<file path="src/rtl/pad_in_filter_if.sv">
// Bundle of the per-pad conditioning signals between the pad ring side and the
// filter. The filter itself uses the slave modport.
interface pad_in_filter_if #(
    parameter int NPads = 32,
    parameter int CntW  = 8
);
    logic [NPads-1:0] in_i;
    logic [NPads-1:0] filter_en_i;
    logic [CntW-1:0]  thresh_i;
    logic [NPads-1:0] evt_en_i;
    logic [NPads-1:0] evt_clr_i;
    logic [NPads-1:0] in_o;
    logic [NPads-1:0] rise_o;
    logic [NPads-1:0] fall_o;
    logic [NPads-1:0] evt_o;

    modport master (
        output in_i, filter_en_i, thresh_i, evt_en_i, evt_clr_i,
        input  in_o, rise_o, fall_o, evt_o
    );

    modport slave (
        input  in_i, filter_en_i, thresh_i, evt_en_i, evt_clr_i,
        output in_o, rise_o, fall_o, evt_o
    );
endinterface

</file>
<file path="src/rtl/pad_in_filter.sv">
// Per-pad input conditioning: synchroniser, optional stable-count debounce,
// registered rise/fall pulses and sticky per-pad event flags.
module pad_in_filter #(
    parameter int NPads      = 32,
    parameter int CntW       = 8,
    parameter int SyncStages = 2
) (
    input logic              clk_i,
    input logic              rst_ni,
    pad_in_filter_if.slave   pads
);

    localparam logic [CntW-1:0] CntMax = '1;

    logic [NPads-1:0] sync_q [SyncStages];
    logic [NPads-1:0] s;

    logic [CntW-1:0]  cnt_q    [NPads];
    logic [CntW-1:0]  cnt_next [NPads];
    logic [NPads-1:0] in_q;
    logic [NPads-1:0] in_next;
    logic [NPads-1:0] rise_next;
    logic [NPads-1:0] fall_next;
    logic [NPads-1:0] rise_q;
    logic [NPads-1:0] fall_q;
    logic [NPads-1:0] evt_q;

    assign s = sync_q[SyncStages-1];

    // NOTE: sequential state always uses non-blocking assignments so every flop
    // samples the pre-edge value of its neighbours, which is what makes the
    // synchroniser chain shift one stage per clock instead of collapsing.
    always_ff @(posedge clk_i) begin
        if (!rst_ni) begin
            for (int i = 0; i < SyncStages; i++) begin
                sync_q[i] <= '0;
            end
        end else begin
            sync_q[0] <= pads.in_i;
            for (int i = 1; i < SyncStages; i++) begin
                sync_q[i] <= sync_q[i-1];
            end
        end
    end

    // NOTE: every variable written here gets a default first, so no path
    // through the if/else chain leaves a value unassigned and infers a latch.
    always_comb begin
        in_next = in_q;
        for (int k = 0; k < NPads; k++) begin
            cnt_next[k] = cnt_q[k];
            if (!pads.filter_en_i[k]) begin
                in_next[k]  = s[k];
                cnt_next[k] = '0;
            end else if (s[k] == in_q[k]) begin
                cnt_next[k] = '0;
            end else if (cnt_q[k] >= pads.thresh_i) begin
                // >= rather than == so a threshold lowered mid-count applies at once
                in_next[k]  = s[k];
                cnt_next[k] = '0;
            end else if (cnt_q[k] != CntMax) begin
                cnt_next[k] = cnt_q[k] + CntW'(1);
            end
        end
        rise_next = in_next & ~in_q;
        fall_next = ~in_next & in_q;
    end

    // NOTE: the counter array is reset explicitly; a pending count must not
    // survive reset, so it cannot be left as an unreset memory.
    always_ff @(posedge clk_i) begin
        if (!rst_ni) begin
            in_q   <= '0;
            rise_q <= '0;
            fall_q <= '0;
            evt_q  <= '0;
            for (int k = 0; k < NPads; k++) begin
                cnt_q[k] <= '0;
            end
        end else begin
            in_q   <= in_next;
            rise_q <= rise_next;
            fall_q <= fall_next;
            // A fresh edge outranks a coincident clear
            evt_q  <= (evt_q & ~pads.evt_clr_i) |
                      (pads.evt_en_i & (rise_next | fall_next));
            for (int k = 0; k < NPads; k++) begin
                cnt_q[k] <= cnt_next[k];
            end
        end
    end

    assign pads.in_o   = in_q;
    assign pads.rise_o = rise_q;
    assign pads.fall_o = fall_q;
    assign pads.evt_o  = evt_q;

endmodule

</file>
<file path="src/flat_wrapper.sv">
// flat-port wrapper written by rule: the top's interface ports become plain ports
module pad_in_filter_flat 
#(
    parameter int NPads      = 32,
    parameter int CntW       = 8,
    parameter int SyncStages = 2
)
  (clk_i, rst_ni, pads_in_i, pads_filter_en_i, pads_thresh_i, pads_evt_en_i, pads_evt_clr_i, pads_in_o, pads_rise_o, pads_fall_o, pads_evt_o);
  pad_in_filter_if #(.NPads(NPads), .CntW(CntW)) pads_i ();
  input logic clk_i;
  input logic rst_ni;
  input wire logic [$bits(pads_i.in_i)-1:0] pads_in_i;
  input wire logic [$bits(pads_i.filter_en_i)-1:0] pads_filter_en_i;
  input wire logic [$bits(pads_i.thresh_i)-1:0] pads_thresh_i;
  input wire logic [$bits(pads_i.evt_en_i)-1:0] pads_evt_en_i;
  input wire logic [$bits(pads_i.evt_clr_i)-1:0] pads_evt_clr_i;
  output wire logic [$bits(pads_i.in_o)-1:0] pads_in_o;
  output wire logic [$bits(pads_i.rise_o)-1:0] pads_rise_o;
  output wire logic [$bits(pads_i.fall_o)-1:0] pads_fall_o;
  output wire logic [$bits(pads_i.evt_o)-1:0] pads_evt_o;
  assign pads_i.in_i = pads_in_i;
  assign pads_i.filter_en_i = pads_filter_en_i;
  assign pads_i.thresh_i = pads_thresh_i;
  assign pads_i.evt_en_i = pads_evt_en_i;
  assign pads_i.evt_clr_i = pads_evt_clr_i;
  assign pads_in_o = pads_i.in_o;
  assign pads_rise_o = pads_i.rise_o;
  assign pads_fall_o = pads_i.fall_o;
  assign pads_evt_o = pads_i.evt_o;
  pad_in_filter #(.NPads(NPads), .CntW(CntW), .SyncStages(SyncStages)) u_core (.clk_i(clk_i), .rst_ni(rst_ni), .pads(pads_i));
endmodule
</file>
<file path="config.mk">
export PLATFORM = sky130hd
export DESIGN_NAME = pad_in_filter_flat
export DESIGN_NICKNAME = d
export VERILOG_FILES = /design/src/rtl/pad_in_filter_if.sv /design/src/rtl/pad_in_filter.sv /design/src/flat_wrapper.sv
export SDC_FILE = /design/constraint.sdc
export NUM_CORES = 1
export LEC_CHECK = 0
export BUFFER_PORTS_ARGS = -buffer_cell sky130_fd_sc_hd__buf_2
export CAP_MARGIN = 20
export CORE_AREA = 4 4 322 245
export CTS_CLUSTER_DIAMETER = 200
export CTS_CLUSTER_SIZE = 16
export DETAILED_ROUTE_END_ITERATION = 7
export DIE_AREA = 0 0 326 249
export PLACE_DENSITY = 0.56
export SYNTH_ARGS = -nofsm -noshare
export SYNTH_HDL_FRONTEND = slang
export SYNTH_SLANG_ARGS = --single-unit
</file>
<file path="constraint.sdc">
create_clock -name clk_i -period 3.3 [get_ports clk_i]
set_input_delay 0.33 -clock clk_i [delete_from_list [all_inputs] [get_ports clk_i]]
set_output_delay 0.33 -clock clk_i [all_outputs]
set_load 0.1 [all_outputs]
</file>
==> out/summary.txt <==
Status -> complete, no violations
Critical path data required time -> 3790 ps
Switch Pwr -> 3001 uW
PortBufs -> 265
Synth top area share -> 34.16%
Synthesized Nets -> 3,298
Area growth, synth to finish -> 14.89%
P_int -> 7712 uW
Clock latency at the later pin of the worst-skew pair -> 600 ps
Fin crit share -> 71.85%
Dpl hpwl -> 43,840 um
Number of fill cells -> 7,629
CTS tree -> built
Reg-to-reg startpoint -> u_core.cnt_q[6][0]
Largest net degree at the start of global routing -> 96
First drt pass iteration count -> 5
Hold EP -> u_core.pads.evt_o[24]
Placed Area -> 0.02899 mm^2
CP max FO -> 5
Sequential-to-total area share from yosys stat -> 34.16%
Placeable Area -> 0.07608 mm^2
Worst Clk Skew -> 13.78 ps
Total CTS buffers -> 31
CTS clk-pin slew, worst paths -> 80 ps
Root Buffer -> clkbuf_16
Worst Hold Launch -> pads_evt_clr_i[24]
Final Instance Area -> 0.03017 mm^2
Final min period -> 2371 ps
DR WL/cell -> 14.78 um
Most used DFF post-synth -> dfxtp_1
Post-synth ARST share -> 0%
Final Hold Vio Count -> 0
Startpoint Class -> register
Final Util -> 39.65%
CTS resizes -> 0
Worst rel slew slack -> 62.81%
Post-Synthesis Cells -> 2,808
Cell Area, Synth -> 0.02626 mm^2
Seq pwr share -> 52.1%
Final Slew Violations -> 0
Starting DRC count in detailed routing -> 1,063
Final setup vio count -> 0
DRC errors left -> 0
RSZ-0062 raised after global routing -> false
Hold Buf Count CTS -> 40
Share of post-route cells with drive strength above 1 -> 15.57%
Min-delay worst type -> primary input to register
Hold slack -> 54.84 ps
Overall die height -> 249 um
Grt ovf -> 0
CP arrival -> 2860 ps
Max_cap viols -> 0
CTS H-tree lvls -> 1
Global placer's final weighted congestion -> 0.7805
Area of the die -> 0.08117 mm^2
Yosys warning total -> 0
WL final -> 61,440 um
Worst R2R Path Depth -> 10
Routed via count -> 20.21k
First-pass GRT wire length -> 100,900 um
Ports -> 266
Hold depth -> 3
Share of total power in the clock network -> 33.4%
EDFF count, synth -> 0
Netlist cell types -> 52
CP Capture Type -> register
DRT antenna net count -> 0
Diode count -> 0
Top cells by area, synth -> dfxtp_1, ha_1, and2_1
Sink Count -> 448
Rows -> 88
Leakage power -> 0.01316 uW
Setup Crit Path Kind -> register to register
Syn Area/Cell -> 9.351 um^2
NumNets Final -> 3,613
Initial Util -> 34.51%
Biggest area consumer among synthesized cells -> dfxtp_1
Post-CTS Setup Inserts -> 0
Deepest clock path buffer count -> 3
RR Endpoint -> u_core.pads.evt_o[12]
Post-synthesis register bit count -> 448
R2R setup slack -> 930 ps
GRT Util Overall -> 14.77%
Worst VDD drop -> 0.3677 mV
Switching share of power -> 28.01%
Register Area -> 0.008969 mm^2
Peak Freq -> 0.4217 GHz
Multi-input combinational cell area -> 0.01626 mm^2
Logic pwr share -> 14.5%
Worst-Margin Slew -> 561.7 ps
Setup tns final -> 0 ps
Vias in the first global route -> 18.89k
Die width -> 326 um
Initial antenna violation count -> 0
Power Density -> 355.1 mW/mm^2
Routed vias/inst -> 4.863
==> metal layers <==
layer | up-vias | global-route usage [%] | wire length [um]
li1 | 10601 | - | -
met1 | 9291 | 22.40 | 32800
met2 | 275 | 22.71 | 25510
met3 | 45 | 1.902 | 2258
met4 | 0 | 2.104 | 872
met5 | - | 0 | 0
==> area by class of cell <==
| type | instances | share of cell area (%) |
|---|---|---|
| multi-input combinational | 2090 | 53.92 |
| sequential | 448 | 29.73 |
| timing repair buffer | 322 | 6.624 |
| tap | 1035 | 4.293 |
| inverter | 230 | 2.862 |
| clock buffer | 31 | 2.572 |
==> metrics by stage <==
step                      std cells  power, uW  worst slack, ps
after detailed placement       4085       7244            537.4
final                          4156      10710            928.9
after global routing           4156      11270            743.2
after CTS                      4156      10970            899.6
after global placement         4085       7239            607.8
after floorplan                2808       6815            651.3
==> worst max-delay path, cell delays in order (launching register included) <==
cell and delay [ps]:
dfxtp_1 420, inv_1 70, ha_1 270, nand2b_4 150
a2111oi_4 360, nor3_1 110, a32oi_1 280, nand2_1 90
ha_1 310, o22ai_1 60, and2_1 150
==> how the worst max path moves through the flow <==
stage | depth (start not counted) | slack, ps | to | startpoint
detailed placement | 11 | 540 | u_core.pads.evt_o[7] | pads_thresh_i[7]
CTS | 10 | 900 | u_core.pads.evt_o[12] | u_core.cnt_q[6][0]
global placement | 11 | 610 | u_core.pads.evt_o[7] | pads_thresh_i[7]
floorplan | 9 | 650 | u_core.pads.evt_o[16] | pads_thresh_i[7]
global route | 10 | 740 | u_core.pads.evt_o[12] | u_core.cnt_q[6][0]
finish | 10 | 930 | u_core.pads.evt_o[12] | u_core.cnt_q[6][0]
==> cells in the mapped netlist (all sizes together), types with 13 or more instances <==
master,instances
and3,106
o21ai,101
mux2i,30
or3,27
a21o,58
nor2,252
a211oi,37
dfxtp,448
and4,13
clkbuf,33
ha,352
xor2,84
a221oi,26
a2111oi,32
o22ai,32
nand2,110
nor2b,20
a2bb2oi,32
inv,230
a311oi,19
nor3,56
a21oi,51
o2111ai,26
nand2b,63
nand3,169
a31oi,27
o21a,29
xnor2,37
and2,212
nand4,54
==> logic make-up (layout without fill, tap and decap cells) <==
kind of cell | Yosys count | after routing | synth area share, %
AND/OR/NAND/NOR | 1098 | 1098 | 23.32
AO/OA/AOI/OAI | 489 | 489 | 16.67
flip-flops | 448 | 448 | 34.16
adder cells (fa/ha/maj) | 352 | 352 | 16.77
buffers and inverters | 270 | 583 | 3.898
XOR/XNOR | 121 | 121 | 4.036
multiplexers | 30 | 30 | 1.144
==> state kept, by name, summed over array words and instances, names as in the netlist <==
| register | flops |
|---|---|
| u_core.pads.evt_o | 32 |
| u_core.pads.rise_o | 32 |
| u_core.pads.fall_o | 32 |
| u_core.pads.in_o | 32 |
| u_core.cnt_q | 256 |
| u_core.sync_q | 64 |
==> power by group through the flow <==
stage | Clock (uW) | Sequential [uW] | Combinational [uW]
2_1_floorplan | 0 | 6110 | 707
3_3_place_gp | 0 | 5710 | 1530
3_5_place_dp | 0 | 5710 | 1530
4_1_cts | 3810 | 5580 | 1580
5_1_grt | 3970 | 5600 | 1700
6_report | 3580 | 5580 | 1550
==> layout by cell type (no fill, tap or decap), types with 37 or more instances in the layout <==
cell type,n
a21o_1,38
and3_1,105
xnor2_1,37
buf_2,264
inv_1,223
ha_1,352
dlygate4sd3_1,40
a21oi_1,51
nor2_1,252
and2_1,206
nand3_1,169
o21ai_0,75
dfxtp_1,448
nand2_1,110
xor2_1,84
nand4_1,54
No activity file was read; power rests on OpenSTA's default activity.
